<file path="config.mk">
export PLATFORM = sky130hd
export DESIGN_NAME = cpu_sequencer
export DESIGN_NICKNAME = d
export VERILOG_FILES = /design/src/rtl/cpu_seq_pkg.sv /design/src/rtl/cpu_sequencer_timer.sv /design/src/rtl/cpu_sequencer.sv
export SDC_FILE = /design/constraint.sdc
export NUM_CORES = 1
export LEC_CHECK = 0
export CAP_MARGIN = 5
export CORE_ASPECT_RATIO = 2
export CORE_MARGIN = 2
export CORE_UTILIZATION = 25
export DETAILED_ROUTE_END_ITERATION = 8
export GPL_TIMING_DRIVEN = 0
export PLACE_DENSITY = 0.42
export SLEW_MARGIN = 5
export SYNTH_ARGS = -nofsm -noshare
export SYNTH_HDL_FRONTEND = slang
export SYNTH_SLANG_ARGS = --single-unit
</file>
<file path="constraint.sdc">
create_clock -name clk -period 2.7 [get_ports clk]
set_input_delay 0.405 -clock clk [delete_from_list [all_inputs] [get_ports clk]]
set_output_delay 0.405 -clock clk [all_outputs]
set_load 0.005 [all_outputs]
</file>
<file path="src/rtl/cpu_seq_pkg.sv">
// Shared definitions for the instruction-cycle sequencer: opcodes, FSM states,
// instruction field positions and the registered control-word layout.
package cpu_seq_pkg;

    localparam int INSTR_W = 16;
    localparam int OP_W    = 4;
    localparam int REG_W   = 3;

    // LSB position of each instruction field
    localparam int OP_LSB  = 12;
    localparam int RD_LSB  = 9;
    localparam int RS1_LSB = 6;
    localparam int RS2_LSB = 3;

    typedef logic [OP_W-1:0] opcode_t;

    localparam opcode_t OP_NOP   = 4'h0;
    localparam opcode_t OP_ALU   = 4'h1;
    localparam opcode_t OP_LOAD  = 4'h2;
    localparam opcode_t OP_STORE = 4'h3;
    localparam opcode_t OP_JMP   = 4'h4;
    localparam opcode_t OP_HALT  = 4'hF;

    typedef enum logic [2:0] {
        FETCH,
        FWAIT,
        DECODE,
        EXEC,
        MWAIT,
        WB,
        HALTED
    } state_t;

    typedef struct packed {
        opcode_t          op;
        logic [REG_W-1:0] rd;
        logic [REG_W-1:0] rs1;
        logic [REG_W-1:0] rs2;
    } ir_t;

    typedef struct packed {
        logic             mem_req;
        logic             mem_we;
        logic             pc_en;
        logic             pc_inc;
        logic             pc_write;
        logic             ar_en;
        logic             ar_src;
        logic             dr_arm;
        logic             rb_en;
        logic             rb_rw;
        logic [REG_W-1:0] rb_sel;
        logic [REG_W-1:0] rb_setd0;
        logic [REG_W-1:0] rb_setd1;
        logic             wb_src;
        logic             halted;
    } ctl_t;

    function automatic ir_t decode_instr(input logic [INSTR_W-1:0] w);
        ir_t f;
        f.op  = w[OP_LSB +: OP_W];
        f.rd  = w[RD_LSB +: REG_W];
        f.rs1 = w[RS1_LSB +: REG_W];
        f.rs2 = w[RS2_LSB +: REG_W];
        return f;
    endfunction

    function automatic logic is_legal(input opcode_t op);
        return (op == OP_NOP) || (op == OP_ALU) || (op == OP_LOAD) ||
               (op == OP_STORE) || (op == OP_JMP) || (op == OP_HALT);
    endfunction

endpackage

</file>
<file path="src/rtl/cpu_sequencer_timer.sv">
// Clearable saturating wait counter; tc flags the last cycle of the memory
// wait allowance, so a missing ack in that cycle is a timeout.
module seq_timer
    import cpu_seq_pkg::*;
#(
    parameter int MEM_TIMEOUT = 255
) (
    input  logic clk,
    input  logic rst,
    input  logic clear,
    input  logic inc,
    output logic tc
);

    localparam int            CW    = $clog2(MEM_TIMEOUT + 1);
    localparam logic [CW-1:0] LIMIT = CW'(MEM_TIMEOUT);
    localparam logic [CW-1:0] LAST  = CW'(MEM_TIMEOUT - 1);

    logic [CW-1:0] count_q;

    always_ff @(posedge clk) begin
        if (rst || clear) begin
            count_q <= '0;
        end else if (inc && (count_q != LIMIT)) begin
            count_q <= count_q + CW'(1);
        end
    end

    assign tc = (count_q == LAST);

endmodule

</file>
<file path="src/rtl/cpu_sequencer.sv">
// Multi-cycle fetch/decode/execute controller driving PC, AR, DR and the
// register bank, plus the memory request handshake with timeout.
module cpu_sequencer
    import cpu_seq_pkg::*;
#(
    parameter int MEM_TIMEOUT = 255,
    parameter int CNT_W       = 16
) (
    input  logic                 clk,
    input  logic                 rst,
    input  logic [INSTR_W-1:0]   instr,
    input  logic                 mem_ack,
    output logic                 mem_req,
    output logic                 mem_we,
    output logic                 pc_en,
    output logic                 pc_inc,
    output logic                 pc_write,
    output logic                 ar_en,
    output logic                 ar_src,
    output logic                 dr_en,
    output logic                 rb_en,
    output logic                 rb_rw,
    output logic [REG_W-1:0]     rb_sel,
    output logic [REG_W-1:0]     rb_setd0,
    output logic [REG_W-1:0]     rb_setd1,
    output logic                 wb_src,
    output logic                 halted,
    output logic                 bus_err,
    output logic                 illegal,
    output logic [CNT_W-1:0]     retired
);

    state_t           state_q;
    ir_t              ir_q;
    ctl_t             ctl_q;
    logic [CNT_W-1:0] retired_q;
    logic             bus_err_q;
    logic             illegal_q;
    logic             waiting;
    logic             timer_tc;

    // Control word to present while sitting in state s for instruction ir.
    function automatic ctl_t ctl_for(input state_t s, input ir_t ir);
        ctl_t c;
        c = '0;
        case (s)
            FETCH:  c.ar_en = 1'b1;
            FWAIT: begin
                c.mem_req = 1'b1;
                c.dr_arm  = 1'b1;
            end
            DECODE: begin
                c.pc_en  = 1'b1;
                c.pc_inc = 1'b1;
            end
            EXEC: begin
                case (ir.op)
                    OP_ALU: begin
                        c.rb_en    = 1'b1;
                        c.rb_rw    = 1'b1;
                        c.rb_sel   = ir.rd;
                        c.rb_setd0 = ir.rs1;
                        c.rb_setd1 = ir.rs2;
                    end
                    OP_LOAD, OP_STORE: begin
                        c.rb_en    = 1'b1;
                        c.rb_setd0 = ir.rs1;
                        c.ar_en    = 1'b1;
                        c.ar_src   = 1'b1;
                    end
                    OP_JMP: begin
                        c.rb_en    = 1'b1;
                        c.rb_setd0 = ir.rs1;
                        c.pc_en    = 1'b1;
                        c.pc_write = 1'b1;
                    end
                    default: ;
                endcase
            end
            MWAIT: begin
                c.mem_req = 1'b1;
                c.mem_we  = (ir.op == OP_STORE);
                c.dr_arm  = (ir.op == OP_LOAD);
                if (ir.op == OP_STORE) begin
                    c.rb_en    = 1'b1;
                    c.rb_setd1 = ir.rd;
                end
            end
            WB: begin
                c.rb_en  = 1'b1;
                c.rb_rw  = 1'b1;
                c.rb_sel = ir.rd;
                c.wb_src = 1'b1;
            end
            HALTED: c.halted = 1'b1;
            default: ;
        endcase
        return c;
    endfunction

    assign waiting = (state_q == FWAIT) || (state_q == MWAIT);

    seq_timer #(
        .MEM_TIMEOUT(MEM_TIMEOUT)
    ) u_timer (
        .clk   (clk),
        .rst   (rst),
        .clear (~waiting),
        .inc   (waiting & ~mem_ack),
        .tc    (timer_tc)
    );

    // NOTE: every register here is written with <= so all branches see the
    // pre-edge state; outputs are loaded with the control word of the state
    // being entered, so they change exactly when the state does.
    always_ff @(posedge clk) begin
        if (rst) begin
            state_q   <= FETCH;
            ir_q      <= '0;
            ctl_q     <= '0;
            retired_q <= '0;
            bus_err_q <= 1'b0;
            illegal_q <= 1'b0;
        end else begin
            bus_err_q <= 1'b0;
            illegal_q <= 1'b0;
            case (state_q)
                FETCH: begin
                    state_q <= FWAIT;
                    ctl_q   <= ctl_for(FWAIT, ir_q);
                end
                FWAIT: begin
                    if (mem_ack) begin
                        state_q <= DECODE;
                        ctl_q   <= ctl_for(DECODE, ir_q);
                    end else if (timer_tc) begin
                        state_q   <= HALTED;
                        ctl_q     <= ctl_for(HALTED, ir_q);
                        bus_err_q <= 1'b1;
                    end
                end
                DECODE: begin
                    ir_q      <= decode_instr(instr);
                    illegal_q <= ~is_legal(instr[OP_LSB +: OP_W]);
                    state_q   <= EXEC;
                    ctl_q     <= ctl_for(EXEC, decode_instr(instr));
                end
                EXEC: begin
                    case (ir_q.op)
                        OP_LOAD, OP_STORE: begin
                            state_q <= MWAIT;
                            ctl_q   <= ctl_for(MWAIT, ir_q);
                        end
                        OP_HALT: begin
                            state_q   <= HALTED;
                            ctl_q     <= ctl_for(HALTED, ir_q);
                            retired_q <= retired_q + CNT_W'(1);
                        end
                        default: begin
                            state_q   <= FETCH;
                            ctl_q     <= ctl_for(FETCH, ir_q);
                            retired_q <= retired_q + CNT_W'(1);
                        end
                    endcase
                end
                MWAIT: begin
                    if (mem_ack) begin
                        if (ir_q.op == OP_LOAD) begin
                            state_q <= WB;
                            ctl_q   <= ctl_for(WB, ir_q);
                        end else begin
                            state_q   <= FETCH;
                            ctl_q     <= ctl_for(FETCH, ir_q);
                            retired_q <= retired_q + CNT_W'(1);
                        end
                    end else if (timer_tc) begin
                        state_q   <= HALTED;
                        ctl_q     <= ctl_for(HALTED, ir_q);
                        bus_err_q <= 1'b1;
                    end
                end
                WB: begin
                    state_q   <= FETCH;
                    ctl_q     <= ctl_for(FETCH, ir_q);
                    retired_q <= retired_q + CNT_W'(1);
                end
                HALTED: ;
                default: begin
                    state_q <= FETCH;
                    ctl_q   <= ctl_for(FETCH, ir_q);
                end
            endcase
        end
    end

    // DR must load in the very cycle the ack arrives, so the armed window is
    // registered but the strobe itself follows mem_ack directly.
    assign dr_en    = ctl_q.dr_arm & mem_ack;
    assign mem_req  = ctl_q.mem_req;
    assign mem_we   = ctl_q.mem_we;
    assign pc_en    = ctl_q.pc_en;
    assign pc_inc   = ctl_q.pc_inc;
    assign pc_write = ctl_q.pc_write;
    assign ar_en    = ctl_q.ar_en;
    assign ar_src   = ctl_q.ar_src;
    assign rb_en    = ctl_q.rb_en;
    assign rb_rw    = ctl_q.rb_rw;
    assign rb_sel   = ctl_q.rb_sel;
    assign rb_setd0 = ctl_q.rb_setd0;
    assign rb_setd1 = ctl_q.rb_setd1;
    assign wb_src   = ctl_q.wb_src;
    assign halted   = ctl_q.halted;
    assign bus_err  = bus_err_q;
    assign illegal  = illegal_q;
    assign retired  = retired_q;

endmodule

</file>
## Word level (Yosys, flattened, before mapping)

Index checks and enable logic that the tools add are counted.

| operators by class | value |
|---|---|
| add/subtract/negate cells | 2 |
| equality and inequality tests | 19 |
| mux-type cells | 25 |
| bitwise logic cells | 7 |
| reductions and logical operators | 18 |

Operators with widths:

| operator | count |
|---|---|
| $pmux 21 s6 | 1 |
| $mux 16 | 4 |
| $mux 21 | 3 |
| $pmux 16 s3 | 1 |
| $pmux 21 s2 | 1 |
| $mux 3 | 7 |
| $pmux 3 s6 | 1 |
| $add 16x1->16 const B | 1 |
| $eq 4x2->1 const B | 4 |
| $eq 3x3->1 const B | 3 |
| $add 8x1->8 const B | 1 |
| $eq 4x4->1 const B | 2 |
| $eq 8x8->1 const B | 1 |
| $ne 8x8->1 const B | 1 |
| $reduce_or 2->1 | 4 |
| $logic_or 1x1->1 | 7 |
| $eq 3x2->1 const B | 2 |
| $ne 2x2->1 const B | 3 |
| $pmux 3 s2 | 1 |
| $not 1->1 | 5 |
| $eq 4x1->1 const B | 1 |
| $eq 4x3->1 const B | 1 |
| $logic_not 4->1 | 1 |
| $mux 1 | 4 |
| other kinds (10) | 11 |

| word-level totals | value |
|---|---|
| flip-flop bits (word level) | 57 |
| input bits | 19 |
| output and inout port bits | 39 |
| word-level logic and storage cells | 93 |

## Longest topological paths before layout

| logic depth | value |
|---|---|
| depth in word-level cells | 7 |
| mapped depth | 7 |
| gate-level depth less buffers | 6 |

## Modules after synthesis

Synthesis repeated with hierarchy kept, for this count alone.

| second synthesis, totals | value |
|---|---|
| cells, all modules | 346 |
| area total of the unflattened synthesis | 3,111.7 um2 |

By module, submodules not included:

| module | times used | cells an instance | area each (um2) |
|---|---|---|---|
| cpu_sequencer | 1 | 296 | 2,662.6 |
| seq_timer | 1 | 50 | 449.2 |

## Worst setup path before layout

Ideal clock, no wire load.

| timing path | value |
|---|---|
| kind | reg-to-reg |
| start point | register ir_q[12] (netlist name) |
| end point | register retired_q[9] (netlist: retired[9]) |
| library setup time | 0.121 ns |
| arrival time | 1.640 ns |
| setup slack | 0.939 ns |
| stages on the path, launching flop included | 6 |
| path buffers | 0 |
| clock period less this slack | 1.761 ns |
| cells stage by stage | dfxtp_1 > or3b_4 > o211a_4 > o21a_4 > nand4_1 > mux2_2 |

| on the way | value |
|---|---|
| cells in the longest elaborated chain, start to end | 4 |

RTL lines:

| item | line | source |
|---|---|---|
| start, declared | cpu_sequencer.sv:34 | `ir_t ir_q;` |
| start signal, assigned | cpu_sequencer.sv:143 | `ir_q <= decode_instr(instr);` |
| $eq 4x2->1, on equally long branches | cpu_sequencer.sv:149, cpu_sequencer.sv:168 |  |
| $reduce_or 2->1 | cpu_sequencer.sv:149 | `case (ir_q.op)` |
| $ne 2x2->1 (no line) | -- |  |
| $reduce_and 4->1 (no line) (*) | -- |  |
| end signal, assigned | cpu_sequencer.sv:157 | `retired_q <= retired_q + CNT_W'(1);` |
| end signal, assigned | cpu_sequencer.sv:162 | `retired_q <= retired_q + CNT_W'(1);` |
| end signal, assigned | cpu_sequencer.sv:174 | `retired_q <= retired_q + CNT_W'(1);` |
| end, declared | cpu_sequencer.sv:36 | `logic [CNT_W-1:0] retired_q;` |

Mark *: on every way between the ends. The rest lies on a longest branch, timed or not.
A chain may end at the register's enable or synchronous reset.

## Worst setup path in the final report

| timing path | value |
|---|---|
| start point | input mem_ack |
| end point | output dr_en |

| on the way | value |
|---|---|
| cells in the longest elaborated chain, start to end | 1 |

RTL lines:

| item | line | source |
|---|---|---|
| start, declared | cpu_sequencer.sv:12 | `input logic mem_ack,` |
| $and 1x1->1 | cpu_sequencer.sv:198 | `assign dr_en = ctl_q.dr_arm & mem_ack;` |
| end, declared | cpu_sequencer.sv:20 | `output logic dr_en,` |

Every way passes these cells.

==> results.ini <==
[sta]
hold_violations=0
worst_pin_slew_ns=0.863
final.setup.tns_ns=0
finalSetupViolations=0
period_share=0.801
finalCriticalPeriod_ns=2.16
slew_viol_final=0
slew_headroom=0.420
clock-skew-final_ns=0.00779
fin_ws_ns=0.538
rsz0062_at_grt=false
max_freq_mhz=462

[floorplan]
dieWidth_um=78.2
rows=54
dieArea_mm2=0.0119
fp.coreArea_mm2=0.0108
ios=58
initial_core_util=0.255
die_h_um=152

[pwr]
p_int_mw=1.64
p_sw_frac=0.226
p_switching_mw=0.478
power_mw=2.12
leakage_nw=1.40
combPwrFrac=0.067
vdd_drop_max_uv=298
seq_power_share=0.413
power_density_mw_per_mm2=563
clkPwrFrac=0.520

[synth]
ys_ff_latch=57
synthMuxAreaShare=0.0118
yosysWarnings=0
ys_seq_area_frac=0.414
syn_inst=310
synth_largest_area_cell=dfxtp_1
synth_xor_area_frac=0.0413
syn_nets=332
synth-simple-area-share=0.233
synthAdderAreaFrac=0.0136
synth_top_family_by_area=simple AND/OR/NAND/NOR gates
synth_area_mm2=0.00276
synth_compound_area_frac=0.229
yosysTopAreaCellShare=0.414
syn_avg_cell_area_um2=8.89
synth_edf_count=0
synthFlopType=dfxtp_1
synth.distinct_cells=56
ys_async_sr_fraction=0
ys_top_cells_by_area=dfxtp_1 41%, nor2_1 4.9%, a21oi_1 3.8%, a22o_1 3.5%, buf_4 3.3%

[critical_path]
cp.required_ns=2.30
crit_family=buffers and inverters
r2r_cells=6
path_cells=clkdlybuf4s50_1, and2_1, clkdlybuf4s50_1
max_stage_delay_ns=0.68
path_class=input port to output port
cp.arrival_ns=1.76
timing.critical_path.buf_inv=2
worstSetupStartpointType=input port
cp-end-kind=output port
path_common_cell=clkdlybuf4s50_1
worstPathMaxFanout=7
crit_cells=3
crit_path_top_delay_cell=clkdlybuf4s50_1

[run_status]
status=completed

[run]
drv_cap=0

[route]
wl_per_cell_um=15.2
avgViaCountPerCell=4.71
ant_nets=0
vias=2447
wirelength_um=7900
dr.first_iter.drc_count=81
route.detailed.drc=0
first_pass_iters=4

[placement]
dpl.cell_count=503
place_hpwl_um=6020
portBuffers=53
preCtsSetupSlack_ns=0.251
gp_congestion=0.838

[global_routing]
overflow=0
antenna_found_initial=0
grt_use_total=0.141
grt_start_max_net_pins=11
grt_pass1_vias=2553
grt_pass1_wl_um=13000

[clocking]
cts_tree=yes
htreeDepth=3
cts_buffer_depth=2
ctsHoldBuffers=0
cts.sinks=57
root_buffer=clkbuf_16
clock_latency_ns=0.33
cts_setup_buffers=0
numCtsBuffers=9
cts_resized=0
path_clk_slew_ns=0.05

[layout]
fin_nets=396
final_common_cell=dfxtp_1
diodes=0
layout_common_cells=57 x dfxtp_1, 53 x clkdlybuf4s50_1, 36 x nor2_1
utilization=0.347
layout-area-overhead-vs-synth_pct=36.3
stdcell_count=519
layout-drive-gt1-share=0.119

[worst_hold_path]
hold_depth=1
hp-class=register to register

[final timing paths]
| check | startpoint | endpoint | slack [ns] |
|---|---|---|---|
| setup / recovery | mem_ack | dr_en | 0.54 |
| hold / removal | rb_rw | rb_rw | 0.45 |
| setup reg to reg | state_q[1] | rb_setd1[1] | 0.69 |
| hold reg to reg | rb_rw | rb_rw | 0.45 |
[stage by stage]
step	area, um^2	hold slack (ns)
floorplan	2760	0.427
global placement	3460	0.443
detailed placement	3460	0.439
CTS	3750	0.450
global route	3750	0.466
finish	3750	0.446
[state kept, by name, indices dropped and copies added (netlist names), 3 cells and up]
register,cells
retired,16
u_timer.count_q,8
ir_q,7
rb_sel,3
rb_setd0,3
rb_setd1,3
state_q,3
[cells in the mapped netlist (2+ instances only)]
master and instances:
a21o_1 10, a21oi_1 21, a22o_1 11, a311oi_1 2
a32o_1 2, and2_1 2, and3_1 3, and4_1 3
buf_2 2, buf_4 12, clkbuf_1 7, dfxtp_1 57
ha_1 3, inv_1 8, mux2_2 2, nand2_1 24
nand3_1 15, nand4_1 11, nand4b_1 2, nor2_1 36
nor2b_1 5, nor3_1 4, o21a_1 2, o21ai_0 16
o2bb2ai_1 3, o31ai_1 2, or3_1 5, xnor2_1 3
xor2_1 10
[final cells by class]
type / count / area (um^2)
Buffer: 21 / 126
Clock buffer: 14 / 284
Clock inverter: 2 / 10.0
Fill cell: 1162 / 7060
Inverter: 8 / 30.0
Multi-Input combinational cell: 224 / 1460
Sequential cell: 57 / 1140
Tap cell: 140 / 175
Timing Repair Buffer: 53 / 531
[per-layer routing]
| layer | wire length, um | global-route usage |
|---|---|---|
| met4 | 196 | 0.0710 |
| met3 | 305 | 0.0344 |
| met1 | 3090 | 0.147 |
| met5 | 0 | 0 |
| met2 | 4310 | 0.257 |
[cells by family after synthesis]
group,after synthesis
and+or+nand+nor,121
DFF,57
xor gates and xnor gates,13
buffers and inverters,29
adders and majority gates,3
muxes,3
AOI/OAI and AO/OA,84
[power groups by stage]
stage	combinational (mW)	clock (mW)	sequential (mW)
2_1_floorplan	0.0765	0	0.888
3_3_place_gp	0.142	0	0.892
3_5_place_dp	0.143	0	0.892
4_1_cts	0.143	1.13	0.874
5_1_grt	0.157	1.16	0.876
6_report	0.141	1.10	0.875
(Power assumes the default switching activity.)
